--- src/rtl/recv_clk_if.sv ---
// recv_clk_if: consumer-side bundle of the UART receiver.
//   char     received byte            (receiver -> consumer)
//   valid    char holds an unacked byte
//   ferr     stop bit of char was bad
//   overrun  a byte was lost before being acknowledged
//   busy     receiver is inside a frame
//   ack      consumer has taken char   (consumer -> receiver)
interface recv_clk_if;
    logic [7:0] char;
    logic       valid;
    logic       ferr;
    logic       overrun;
    logic       busy;
    logic       ack;

    modport master (
        output char, valid, ferr, overrun, busy,
        input  ack
    );

    modport slave (
        input  char, valid, ferr, overrun, busy,
        output ack
    );
endinterface

--- src/rtl/recv_clk.sv ---
// recv_clk: UART receive stage, far-end partner of the transmitter.
// Oversamples the line on the shared baud tick, validates the start bit,
// majority-votes each bit from three mid-bit samples and presents the byte
// through a valid/ack handshake.  Frame: idle, start, 8 data LSB first, 1 stop.
// Ports:
//   clk    system clock, all state on rising edge
//   reset  asynchronous active-low reset
//   rxpin  asynchronous serial input
//   baud   one-clk tick at OVERSAMPLE x bit rate
//   rx     byte/handshake bundle (char, valid, ferr, overrun, busy, ack)
module recv_clk #(
    parameter logic IDLELEVEL  = 1'b1,
    parameter logic DATAINV    = 1'b0,
    parameter int   OVERSAMPLE = 16
) (
    input  logic       clk,
    input  logic       reset,
    input  logic       rxpin,
    input  logic       baud,
    recv_clk_if.master rx
);
    localparam int            TW    = $clog2(OVERSAMPLE);
    localparam int            MID   = OVERSAMPLE / 2;
    localparam logic [TW-1:0] T_S0  = TW'(MID - 1);
    localparam logic [TW-1:0] T_S1  = TW'(MID);
    localparam logic [TW-1:0] T_DEC = TW'(MID + 1);
    localparam logic [TW-1:0] T_END = TW'(OVERSAMPLE - 1);

    localparam logic [4:0] S_IDLE  = 5'b00001;
    localparam logic [4:0] S_START = 5'b00010;
    localparam logic [4:0] S_DATA  = 5'b00100;
    localparam logic [4:0] S_STOP  = 5'b01000;
    localparam logic [4:0] S_BREAK = 5'b10000;

    logic          sync1, sync2, line;
    logic [4:0]    state;
    logic [TW-1:0] tcnt;
    logic [2:0]    bitcnt;
    logic [7:0]    shreg;
    logic          smp_a, smp_b, maj;
    logic          at_dec, at_end, complete;

    // Synchroniser resets to the idle pin level so a release of reset on an
    // idle line is never mistaken for a start bit.
    always_ff @(posedge clk or negedge reset) begin
        if (!reset) begin
            sync1 <= IDLELEVEL ^ DATAINV;
            sync2 <= IDLELEVEL ^ DATAINV;
        end else begin
            sync1 <= rxpin;
            sync2 <= sync1;
        end
    end

    assign line = sync2 ^ DATAINV;

    // The first two votes are held; the third is the live line on the
    // decision tick, so the decision needs no extra pipeline stage.
    always_ff @(posedge clk or negedge reset) begin
        if (!reset) begin
            smp_a <= 1'b0;
            smp_b <= 1'b0;
        end else if (baud) begin
            if (tcnt == T_S0) smp_a <= line;
            if (tcnt == T_S1) smp_b <= line;
        end
    end

    assign maj      = (smp_a & smp_b) | (smp_a & line) | (smp_b & line);
    assign at_dec   = baud && (tcnt == T_DEC);
    assign at_end   = (tcnt == T_END);
    assign complete = at_dec && (state == S_STOP);

    // tcnt is the index of the tick being processed; the start-detect tick
    // is index 0 of the start bit, hence the load of 1 on leaving IDLE.
    always_ff @(posedge clk or negedge reset) begin
        if (!reset) begin
            state  <= S_IDLE;
            tcnt   <= '0;
            bitcnt <= '0;
            shreg  <= '0;
        end else if (baud) begin
            case (state)
                S_IDLE: begin
                    tcnt <= '0;
                    if (line == ~IDLELEVEL) begin
                        state <= S_START;
                        tcnt  <= TW'(1);
                    end
                end
                S_START: begin
                    if (at_dec && (maj == IDLELEVEL)) begin
                        state <= S_IDLE;
                        tcnt  <= '0;
                    end else if (at_end) begin
                        state  <= S_DATA;
                        tcnt   <= '0;
                        bitcnt <= '0;
                    end else begin
                        tcnt <= tcnt + 1'b1;
                    end
                end
                S_DATA: begin
                    if (at_dec) shreg <= {maj, shreg[7:1]};
                    if (at_end) begin
                        tcnt   <= '0;
                        bitcnt <= bitcnt + 3'd1;
                        if (bitcnt == 3'd7) state <= S_STOP;
                    end else begin
                        tcnt <= tcnt + 1'b1;
                    end
                end
                S_STOP: begin
                    if (at_dec) begin
                        tcnt  <= '0;
                        state <= (maj == IDLELEVEL) ? S_IDLE : S_BREAK;
                    end else begin
                        tcnt <= tcnt + 1'b1;
                    end
                end
                S_BREAK: begin
                    tcnt <= '0;
                    if (line == IDLELEVEL) state <= S_IDLE;
                end
                default: begin
                    state <= S_IDLE;
                    tcnt  <= '0;
                end
            endcase
        end
    end

    // Completion wins over ack: a coincident ack consumes the old byte, so
    // the new one stays valid and nothing is counted as lost.
    always_ff @(posedge clk or negedge reset) begin
        if (!reset) begin
            rx.char    <= '0;
            rx.valid   <= 1'b0;
            rx.ferr    <= 1'b0;
            rx.overrun <= 1'b0;
        end else if (complete) begin
            rx.char    <= shreg;
            rx.valid   <= 1'b1;
            rx.ferr    <= (maj != IDLELEVEL);
            rx.overrun <= rx.valid & ~rx.ack;
        end else if (rx.ack) begin
            rx.valid   <= 1'b0;
            rx.overrun <= 1'b0;
        end
    end

    assign rx.busy = (state != S_IDLE);
endmodule

--- src/flat_wrapper.sv ---
// flat-port wrapper written by rule: the top's interface ports become plain ports
module recv_clk_flat 
#(
    parameter logic IDLELEVEL  = 1'b1,
    parameter logic DATAINV    = 1'b0,
    parameter int   OVERSAMPLE = 16
)
  (clk, reset, rxpin, baud, rx_char, rx_valid, rx_ferr, rx_overrun, rx_busy, rx_ack);
  recv_clk_if rx_i ();
  input  logic clk;
  input  logic reset;
  input  logic rxpin;
  input  logic baud;
  output wire logic [$bits(rx_i.char)-1:0] rx_char;
  output wire logic [$bits(rx_i.valid)-1:0] rx_valid;
  output wire logic [$bits(rx_i.ferr)-1:0] rx_ferr;
  output wire logic [$bits(rx_i.overrun)-1:0] rx_overrun;
  output wire logic [$bits(rx_i.busy)-1:0] rx_busy;
  input wire logic [$bits(rx_i.ack)-1:0] rx_ack;
  assign rx_char = rx_i.char;
  assign rx_valid = rx_i.valid;
  assign rx_ferr = rx_i.ferr;
  assign rx_overrun = rx_i.overrun;
  assign rx_busy = rx_i.busy;
  assign rx_i.ack = rx_ack;
  recv_clk #(.IDLELEVEL(IDLELEVEL), .DATAINV(DATAINV), .OVERSAMPLE(OVERSAMPLE)) u_core (.clk(clk), .reset(reset), .rxpin(rxpin), .baud(baud), .rx(rx_i));
endmodule
--- config.mk ---
export PLATFORM = sky130hd
export DESIGN_NAME = recv_clk_flat
export DESIGN_NICKNAME = d
export VERILOG_FILES = /design/src/rtl/recv_clk_if.sv /design/src/rtl/recv_clk.sv /design/src/flat_wrapper.sv
export SDC_FILE = /design/constraint.sdc
export NUM_CORES = 1
export LEC_CHECK = 0
export ABC_CLOCK_PERIOD_IN_PS = 2270
export CORE_AREA = 5 5 70 72
export DETAILED_ROUTE_END_ITERATION = 6
export DIE_AREA = 0 0 75 77
export HOLD_SLACK_MARGIN = 0.03
export PLACE_DENSITY = 0.65
export SETUP_SLACK_MARGIN = 0.3
export SYNTH_ARGS = -nofsm -noshare
export SYNTH_HDL_FRONTEND = slang
export SYNTH_SLANG_ARGS = --single-unit
--- constraint.sdc ---
create_clock -name clk -period 2.27 [get_ports clk]
set_input_delay 0.3405 -clock clk [delete_from_list [all_inputs] [get_ports clk]]
set_output_delay 0.3405 -clock clk [all_outputs]
set_load 0.02 [all_outputs]
==> flow_summary.yaml, run 1 <==
power_and_ir_drop:
  power.share.clock_pct: 24.2
  switchingPower_uw: 605
  power.share.switching_pct: 33.7
  comb_power_share_pct: 31.9
  power_density_mw_per_mm2: 901
  ir_worst_vdd_mv: 0.506
  p_leak_uw: 0.000925
  power_frac_seq_pct: 44.0
  p_int_uw: 1190
timing:
  worst_slew_pin_slew_ns: 0.433
  slew_viol_final: 0
  max_freq_ghz: 0.515
  finalHoldViolCount: 0
  period_share_pct: 85.6
  finalSetupViolations: 0
  relSlewSlack_pct: 71.1
  skew_ns: 0.00368
  rsz0062_at_grt: "true"
  finalWorstPathRequiredPeriod_ns: 1.94
  tns_ns: 0
drt:
  ant_nets: 0
  avgRoutedWirePerCell_um: 15.1
  num_vias: 1158
  wl_met1_um: 1560
  vias_per_cell: 5.44
  routed.top_layer: "met4"
  wl_met2_um: 1440
  route.met3.wl_um: 169
  firstDrtPassIters: 4
  drc: 0
  first_iter_violations: 39
  drt_wl_total_um: 3220
min_path:
  hold_class: "reg -> reg"
  min_from: "u_core.sync1$_DFF_PN1_"
synthesis:
  yosys_register_bits: 35
  synth_top_cell_area_share_pct: 48.9
  synth_area_leader_cell: "dfrtp_1"
  synth_area_leaders: "dfrtp_1, mux2_2, dfstp_2"
  netlist_instances: 136
  ys_seq_area_share_pct: 53.7
  syn_area_mm2: 0.00164
  yosysWarnings: 0
  postSynthAreaPerCell_um2: 12.0
  ys_types: 40
  syn-num-nets: 146
worst_setup_path:
  critical_path_required_ns: 2.48
  cp_top_family: "simple AND/OR/NAND/NOR gates"
  crit_start: "u_core.tcnt[1]$_DFFE_PN0P_"
  arrival_ns: 2.15
  crit_path_end_kind: "register"
  ff2ff_setup_slack_ns: 0.33
  worstSetupPathType: "reg -> reg"
  crit_path_max_incr_delay_ns: 0.40
  cp_slowest_cell: "dfrtp_1"
  worstPathMaxFanout: 6
  startpoint_type: "register"
  cp_num_buf_inv: 1
  crit_chain: "inv_2, ha_1, and4b_2, a211oi_2, o21a_1, nor3_4, mux2_2"
  reg2reg_from: "u_core.tcnt[1]$_DFFE_PN0P_"
floorplan:
  ioPinCount: 17
  die_x_um: 75
  start_util_pct: 38.7
  rows: 24
  die_h_um: 77
  core_mm2: 0.00423
  die_area_mm2: 0.00578
grt:
  grt_max_degree: 36
  track_usage_pct: 11.7
  grt_remaining_overflow: 0
  grt_pass1_wl_um: 5190
  grt_pass1_vias: 1154
  grt_antenna_before_repair: 0
placement:
  place_inst: 202
  io_buffers: 16
  dpl.hpwl_um: 2160
  gp_congestion: 0.909
cells_and_area:
  drive_above_1_share_pct: 31.7
  fillers: 394
  fin_cells: 213
  insertedDiodeCount: 0
  area_growth_pct: 21.7
  postLayoutCoreUtil_pct: 47.1
  final_nets: 170
cts:
  cts_tree: "built"
  cts_buffers: 5
  htreeDepth: 2
  clock_sinks: 35
  path_clk_slew_ns: 0.07
  clkLatencyLatePin_ns: 0.28
  clk_path_buf_depth: 2
  cts-root-buf: "clkbuf_8"
flow_run:
  drv_cap: 0
run_status:
  status: "finished clean"
through the flow:
stage / hold slack (ns) / power (µW) / cell area (µm²) / setup WS, ns
after floorplan: 0.0449 / 1160 / 1640 / 0.406
after global placement: 0.348 / 1300 / 1860 / 0.0908
after detailed placement: 0.347 / 1320 / 1860 / 0.00369
after CTS: 0.360 / 1790 / 1980 / 0.273
after global routing: 0.368 / 1900 / 1990 / 0.273
final: 0.354 / 1790 / 1990 / 0.327
metal layers:
metal / vias to the layer above / track usage [%]
li1: 542 / -
met1: 581 / 14.9
met2: 28 / 17.2
met3: 7 / 4.31
met4: 0 / 5.34
met5: - / 0
power groups by stage:
stage	Sequential, µW	Clock [µW]	Combinational, µW
2_1_floorplan	782	0	381
3_3_place_gp	790	0	508
3_5_place_dp	798	0	522
4_1_cts	783	446	557
5_1_grt	799	473	631
6_report	789	434	572
logic make-up (layout without fill, tap and decap cells):
family                     Yosys count  count (layout)  share of synthesized area (%)
muxes                               23              23                           15.7
xor gates and xnor gates             1               1                          0.535
adders and majority gates            6               6                           4.43
and+or+nand+nor                     37              37                           13.2
buffers and inverters               10              35                           2.52
DFF                                 35              35                           53.7
AOI/OAI and AO/OA                   24              24                           9.85
registers in the layout, summed over array words and instances (netlist names):
| name | count |
|---|---|
| u_core.bitcnt | 3 |
| u_core.line | 1 |
| u_core.rx.char | 8 |
| u_core.rx.ferr | 1 |
| u_core.rx.overrun | 1 |
| u_core.rx.valid | 1 |
| u_core.shreg | 8 |
| u_core.smp_a | 1 |
| u_core.smp_b | 1 |
| u_core.state | 5 |
| u_core.sync1 | 1 |
| u_core.tcnt | 4 |
layout make-up:
| class | count | area, µm² | share of cell area [%] |
|---|---|---|---|
| repair buffers | 21 | 196 | 9.86 |
| well taps | 52 | 65.1 | 3.26 |
| flip-flops and latches | 35 | 882 | 44.3 |
| multi-input cells | 91 | 742 | 37.2 |
| clock buffers | 6 | 72.6 | 3.64 |
| inverters | 6 | 22.5 | 1.13 |
| clock inverters | 2 | 12.5 | 0.628 |
synthesized netlist by cell type (all sizes together):
cell type  number
a211o           1
a211oi          1
a21o            2
a21oi           3
a22o            1
a2bb2oi         1
a32o            1
and3            3
and3b           1
and4b           1
buf             1
clkbuf          3
dfrtp          32
dfstp           3
ha              5
inv             6
maj3            1
mux2           22
mux2i           1
nand2           9
nand2b          1
nand3           3
nand3b          1
nand4           2
nand4b          1
nor2            7
nor3            4
nor3b           1
o211ai          1
o21a            1
o21ai           9
o22ai           2
o31a            1
or2             1
or3             2
xor2            1
worst register-to-register path: stages (launching register included):
cell,delay [ns]
dfrtp_1,0.40
inv_2,0.07
ha_1,0.13
and4b_2,0.27
a211oi_2,0.09
o21a_1,0.20
nor3_4,0.31
mux2_2,0.39
path summary, 6_finish.rpt:
kind	endpoint	cells past startpoint
worst max-delay path	u_core.state[0]$_DFFE_PN1P_	7
worst min-delay path	u_core.line$_DFF_PN1_	0
worst max register to register	u_core.state[0]$_DFFE_PN1P_	7
worst min register to register	u_core.line$_DFF_PN1_	0
max in group asynchronous	u_core.state[0]$_DFFE_PN1P_	2
min in group asynchronous	u_core.tcnt[1]$_DFFE_PN0P_	2
repair_timing:
item / 4_1_cts / 5_1_grt
pin swaps: 2 / 1
buffers inserted: 3 / 0
setup endpoints to repair: 5 / 16
hold buffers: 0 / 0
gates resized for setup: 6 / 8
layout by cell type, fill, tap and decap left out, types with 2 or more instances in the layout:
| master | instances |
|---|---|
| inv_1 | 5 |
| dfrtp_1 | 30 |
| nor2_1 | 7 |
| o21ai_0 | 8 |
| a21o_1 | 2 |
| and3_1 | 2 |
| a21oi_1 | 3 |
| mux2_4 | 3 |
| o22ai_1 | 2 |
| mux2_2 | 19 |
| nand4_1 | 2 |
| nand3_1 | 3 |
| dfstp_2 | 3 |
| nor3_1 | 2 |
| clkdlybuf4s50_1 | 15 |
| clkbuf_8 | 5 |
| nand2_1 | 8 |
| ha_1 | 5 |
| buf_4 | 5 |
| dfrtp_2 | 2 |
(Power assumes the default switching activity.)
==> inputs of run 2 (changes only) <==
--- a/config.mk
+++ b/config.mk
@@ -5,11 +5,11 @@
 export SDC_FILE = /design/constraint.sdc
 export NUM_CORES = 1
 export LEC_CHECK = 0
-export ABC_CLOCK_PERIOD_IN_PS = 2270
+export ABC_CLOCK_PERIOD_IN_PS = 2000
 export CORE_AREA = 5 5 70 72
 export DETAILED_ROUTE_END_ITERATION = 6
 export DIE_AREA = 0 0 75 77
-export HOLD_SLACK_MARGIN = 0.03
+export HOLD_SLACK_MARGIN = 0.15
 export PLACE_DENSITY = 0.65
 export SETUP_SLACK_MARGIN = 0.3
 export SYNTH_ARGS = -nofsm -noshare
==> constraint.sdc (replaced) <==
create_clock -name clk -period 2 [get_ports clk]
set_input_delay 0.3 -clock clk [delete_from_list [all_inputs] [get_ports clk]]
set_output_delay 0.3 -clock clk [all_outputs]
set_load 0.02 [all_outputs]
==> run 2 against run 1 <==
Net effect:
- global-route usage grew 2.5 points
- largest power group unchanged
- critical path type unchanged
- sequential share of layout area shrank 4.2 points
- non-clock buffer count grew 15
- highest routed layer unchanged
- core utilization grew 4.9 points
- cell area grew 10%
- clock-buffer cell count shrank 1
- wire length grew 11%
- clock skew grew 0.0015 ns
- setup slack lost 0.27 ns
- final cell count grew 7.0%
- clock power grew 74%
==> flow_summary.yaml, run 2 (same netlist as run 1, synthesis figures left out) <==
run_status:
  status: "finished clean"
cells_and_area:
  final_cell_area_mm2: 0.00220
  area_growth_pct: 34.4
  fillers: 371
  mostFrequentLayoutCells: "dfrtp_1, mux2_2, buf_4"
  final_nets: 185
  drive_above_1_share_pct: 39.8
  insertedDiodeCount: 0
  reg.largest.list: "u_core.rx.char x8, u_core.shreg x8, u_core.state x5"
  mostFrequentLayoutCell: "dfrtp_1"
drt:
  first_iter_violations: 55
  drc: 0
  avgRoutedWirePerCell_um: 15.7
  vias_per_cell: 5.18
  num_vias: 1180
  firstDrtPassIters: 4
  ant_nets: 0
  drt_wl_total_um: 3570
placement:
  place_area_mm2: 0.00192
  io_buffers: 16
  gp_congestion: 0.882
  dp_slack_ns: -0.106
  dpl.hpwl_um: 2290
power_and_ir_drop:
  ir_worst_vdd_mv: 0.568
  p_leak_uw: 0.00104
  power_density_mw_per_mm2: 1150
worst_setup_path:
  crit_chain: "ha_4, and4b_2, a211oi_4, o21a_1, nor3_4, buf_6, buf_6, buf_6, a22o_1"
  worstSetupPathType: "reg -> reg"
  startpoint_type: "register"
  critical_path_required_ns: 2.18
  cp_num_buf_inv: 3
  worstPathMaxFanout: 5
  arrival_ns: 2.12
  crit_path_max_incr_delay_ns: 0.41
  cp_slowest_cell: "dfrtp_1"
  crit_path_end_kind: "register"
  cpMostUsedCell: "buf_6"
  cp_top_family: "compound AO/OA/AOI/OAI gates"
timing:
  fin_ws_ns: 0.0529
  finalHoldViolCount: 0
  finalSetupViolations: 0
  rsz0062_at_grt: "true"
  skew_ns: 0.00513
  max_freq_ghz: 0.514
  worst_slew_pin_slew_ns: 0.432
  finalWorstPathRequiredPeriod_ns: 1.95
  period_share_pct: 97.4
  slew_viol_final: 0
  relSlewSlack_pct: 71.2
floorplan:
  die_x_um: 75
  die_h_um: 77
  ioPinCount: 17
  core_mm2: 0.00423
  die_area_mm2: 0.00578
  rows: 24
  start_util_pct: 38.7
cts:
  clkLatencyLatePin_ns: 0.29
  htreeDepth: 2
  cts-root-buf: "clkbuf_8"
  cts_tree: "built"
  path_clk_slew_ns: 0.07
  clk_path_buf_depth: 2
  cts_buffers: 5
  clock_sinks: 35
flow_run:
  drv_cap: 0
grt:
  grt_pass1_wl_um: 6330
  grt_pass1_vias: 1332
  grt_max_degree: 36
  grt_antenna_before_repair: 0
  grt_remaining_overflow: 0
  track_usage_pct: 14.2
min_path:
  hold_class: "reg -> reg"
run 2: cell count changes in the layout (fill, tap and decap cells not counted), sizes merged:
cell | before | now
buf | 5 | 21
dlygate4sd2 | 1 | 0
bufinv | 0 | 2
clkinv | 1 | 0
clkbuf | 6 | 5
run 2: report_power, final:
part | internal, µW | switching (µW) | total [µW]
sequential | 804 | 89.2 | 894
clock | 497 | 257 | 754
combinational | 445 | 429 | 874
run 2: cell type report:
type | instances | area [µm²] | share of cell area, %
Timing Repair Buffer | 36 | 329 | 15.0
Sequential cell | 35 | 881 | 40.0
Clock inverter | 3 | 67.6 | 3.07
Clock buffer | 5 | 68.8 | 3.13
Tap cell | 52 | 65.1 | 2.96
Multi-Input combinational cell | 91 | 767 | 34.8
Inverter | 6 | 22.5 | 1.02
run 2: worst register-to-register path: cells and delay by family (launching register included):
family	cells	cell delay, ns
adders and majority gates	1	0.16
DFF	1	0.41
and+or+nand+nor	2	0.31
AOI/OAI and AO/OA	3	0.61
buffers and inverters	3	0.35
run 2: routing by layer:
metal / GRT usage (%) / wire (µm) / share of wire (%)
met1: 18.4 / 1550 / 43
met2: 21.2 / 1780 / 50
met3: 4.97 / 176 / 4.9
met4: 5.87 / 58 / 1.6
met5: 0 / 0 / 0
run 2: final timing paths:
path	to	startpoint	cells after the start	slack, ns
worst max-delay path	u_core.rx.ferr$_DFFE_PN0P_	u_core.tcnt[0]$_DFFE_PN0P_	9	0.05
worst min-delay path	u_core.line$_DFF_PN1_	u_core.sync1$_DFF_PN1_	0	0.37
worst max register to register	u_core.rx.ferr$_DFFE_PN0P_	u_core.tcnt[0]$_DFFE_PN0P_	9	0.05
worst min register to register	u_core.line$_DFF_PN1_	u_core.sync1$_DFF_PN1_	0	0.37
max in group asynchronous	u_core.state[0]$_DFFE_PN1P_	reset	2	1.24
min in group asynchronous	u_core.tcnt[1]$_DFFE_PN0P_	reset	2	0.42
run 2: through the flow:
step | utilization (%) | total power (µW) | instances | setup TNS [ns] | hold WS (ns)
after floorplan | - | 1320 | 136 | 0 | 0.00441
after global placement | 45.3 | 1510 | 208 | -0.0913 | 0.347
after detailed placement | 45.3 | 1540 | 208 | -0.358 | 0.350
after CTS | 51.0 | 2470 | 224 | 0 | 0.368
after global routing | 52.0 | 2690 | 228 | -0.0291 | 0.377
final | 52.0 | 2520 | 228 | 0 | 0.366
run 2: what timing repair did:
action / in CTS / in global routing
hold buffers: 0 / 0
setup buffers: 8 / 4
setup endpoints to repair: 27 / 21
pin swaps: 7 / 4
gates resized for setup: 16 / 9
==> inputs of run 3 (changes only) <==
--- a/config.mk
+++ b/config.mk
@@ -6,9 +6,9 @@
 export NUM_CORES = 1
 export LEC_CHECK = 0
 export ABC_CLOCK_PERIOD_IN_PS = 2000
-export CORE_AREA = 5 5 70 72
+export CORE_AREA = 2 2 67 69
 export DETAILED_ROUTE_END_ITERATION = 6
-export DIE_AREA = 0 0 75 77
+export DIE_AREA = 0 0 69 71
 export HOLD_SLACK_MARGIN = 0.15
 export PLACE_DENSITY = 0.65
 export SETUP_SLACK_MARGIN = 0.3
==> run 3 against run 2 <==
Net effect:
- final cell count is 0.88% lower
- sequential power down 1%
- clock skew increased by 0.0028 ns
- cell area is 2.2% lower
- via count up 0.68%
- highest routed layer unchanged
- first-iteration DRC count fell by 38%
- register-to-register slack gained 0.03 ns
- setup slack gained 0.026 ns
- largest cell class unchanged
- critical path type unchanged
- clock-buffer cell count up 1
- sequential cell count did not move
- global-route usage up 0.85 points
==> flow_summary.yaml, run 3 (same netlist as run 1, synthesis figures left out) <==
placement:
  io_buffers: 16
  gp_congestion: 0.855
  dpl.hpwl_um: 2140
  dp_slack_ns: -0.0978
cts:
  hold_buffers: 0
  path_clk_slew_ns: 0.07
  clkLatencyLatePin_ns: 0.29
  cts-root-buf: "clkbuf_8"
  clock_sinks: 35
  cts_tree: "built"
  cts_buffers: 5
  htreeDepth: 2
  clk_path_buf_depth: 2
floorplan:
  ioPinCount: 17
  die_area_mm2: 0.00490
  die_x_um: 69
  die_h_um: 71
  start_util_pct: 39.0
  core_mm2: 0.00420
  rows: 24
timing:
  finalWorstPathRequiredPeriod_ns: 1.92
  tns_ns: 0
  rsz0062_at_grt: "true"
  finalSetupViolations: 0
  period_share_pct: 96.0
  slew_viol_final: 0
  holdWs_ns: 0.360
  worst_slew_pin_slew_ns: 0.430
  skew_ns: 0.00792
  finalHoldViolCount: 0
  relSlewSlack_pct: 71.3
  max_freq_ghz: 0.521
  fin_ws_ns: 0.0793
cells_and_area:
  insertedDiodeCount: 0
  multi_input_comb_area_um2: 754
  mostFrequentLayoutCell: "dfrtp_1"
  area_growth_pct: 31.4
  reg.largest.list: "u_core.rx.char x8, u_core.shreg x8, u_core.state x5"
  final_nets: 183
  fillers: 373
  drive_above_1_share_pct: 38.5
  regArea_um2: 881
  mostFrequentLayoutCells: "dfrtp_1, mux2_2, clkdlybuf4s50_1"
drt:
  num_vias: 1188
  ant_nets: 0
  drt_wl_total_um: 3280
  vias_per_cell: 5.26
  first_iter_violations: 34
  drc: 0
  firstDrtPassIters: 4
  avgRoutedWirePerCell_um: 14.5
power_and_ir_drop:
  p_leak_uw: 0.00102
  ir_worst_vdd_mv: 0.625
  power_density_mw_per_mm2: 1090
worst_setup_path:
  ff2ff_setup_slack_ns: 0.08
  arrival_ns: 2.10
  crit_path_end_kind: "register"
  worstPathMaxFanout: 3
  r2r.worst_path.cells: 10
  cp_top_family: "compound AO/OA/AOI/OAI gates"
  crit_path_max_incr_delay_ns: 0.37
  reg2reg_to: "u_core.rx.ferr$_DFFE_PN0P_"
  reg2reg_from: "u_core.tcnt[1]$_DFFE_PN0P_"
  critical_path_required_ns: 2.18
  startpoint_type: "register"
  cp_num_buf_inv: 4
  cp_slowest_cell: "dfrtp_1"
  worstSetupPathType: "reg -> reg"
  cpMostUsedCell: "buf_6"
  crit_chain: "inv_2, ha_2, and4b_2, a211oi_4, o21a_1, nor3_4, buf_6, buf_6, buf_6, a22o_1"
grt:
  grt_antenna_before_repair: 0
  grt_pass1_wl_um: 5910
  grt_pass1_vias: 1304
  track_usage_pct: 15.0
  grt_remaining_overflow: 0
  grt_max_degree: 36
min_path:
  whs_endpoint: "u_core.line$_DFF_PN1_"
  min_path_cells: 0
  min_from: "u_core.sync1$_DFF_PN1_"
  hold_class: "reg -> reg"
flow_run:
  drv_cap: 0
run_status:
  status: "finished clean"
==> run 3: what timing repair did <==
item / 4_1_cts / 5_1_grt
pin swaps: 6 / 4
setup buffers: 9 / 2
cloned: 0 / 0
gates resized for setup: 16 / 9
endpoints found under the setup margin: 28 / 21
==> run 3: through the flow <==
stage	utilization [%]	cell area (µm²)	instances	total power, µW
2_1_floorplan	-	1650	136	1320
3_3_place_gp	45.4	1910	207	1500
3_5_place_dp	45.4	1910	207	1520
4_1_cts	50.6	2130	224	2300
5_1_grt	51.2	2150	226	2500
6_report	51.2	2150	226	2340
==> run 3: area by class of cell <==
class                   instances  share of cell area [%]
clock buffers                   6                    3.84
clock inverters                 2                   0.756
inverters                       6                    1.05
multi-input cells              91                    35.1
flip-flops and latches         35                    40.9
well taps                      52                    3.02
repair buffers                 34                    15.3
==> run 3: metal layers <==
metal / vias to the layer above / wire, µm / GRT usage [%]
met5: - / 0 / 0
met4: 0 / 36 / 5.88
met3: 5 / 148 / 3.99
met2: 23 / 1610 / 25.3
met1: 603 / 1480 / 18.5
li1: 557 / - / -
==> run 3: how the worst max path moves through the flow <==
stage	slack (ns)	cells after the start	from	end
6_report	0.08	10	u_core.tcnt[1]$_DFFE_PN0P_	u_core.rx.ferr$_DFFE_PN0P_
5_1_grt	0.002	10	u_core.tcnt[1]$_DFFE_PN0P_	u_core.rx.ferr$_DFFE_PN0P_
4_1_cts	0.05	9	u_core.tcnt[0]$_DFFE_PN0P_	u_core.rx.ferr$_DFFE_PN0P_
3_5_place_dp	-0.1	6	baud	u_core.state[4]$_DFFE_PN0P_
3_3_place_gp	-0.03	6	baud	u_core.state[2]$_DFFE_PN0P_
2_1_floorplan	0.15	8	u_core.tcnt[1]$_DFFE_PN0P_	u_core.state[2]$_DFFE_PN0P_
==> run 3: power by group <==
part | leakage [µW] | internal [µW] | total (µW) | switching, µW
logic | 0.000506 | 489 | 920 | 431
clock network | 0.0000474 | 281 | 538 | 258
registers | 0.000465 | 803 | 881 | 78.1
total | 0.00102 | 1570 | 2340 | 767
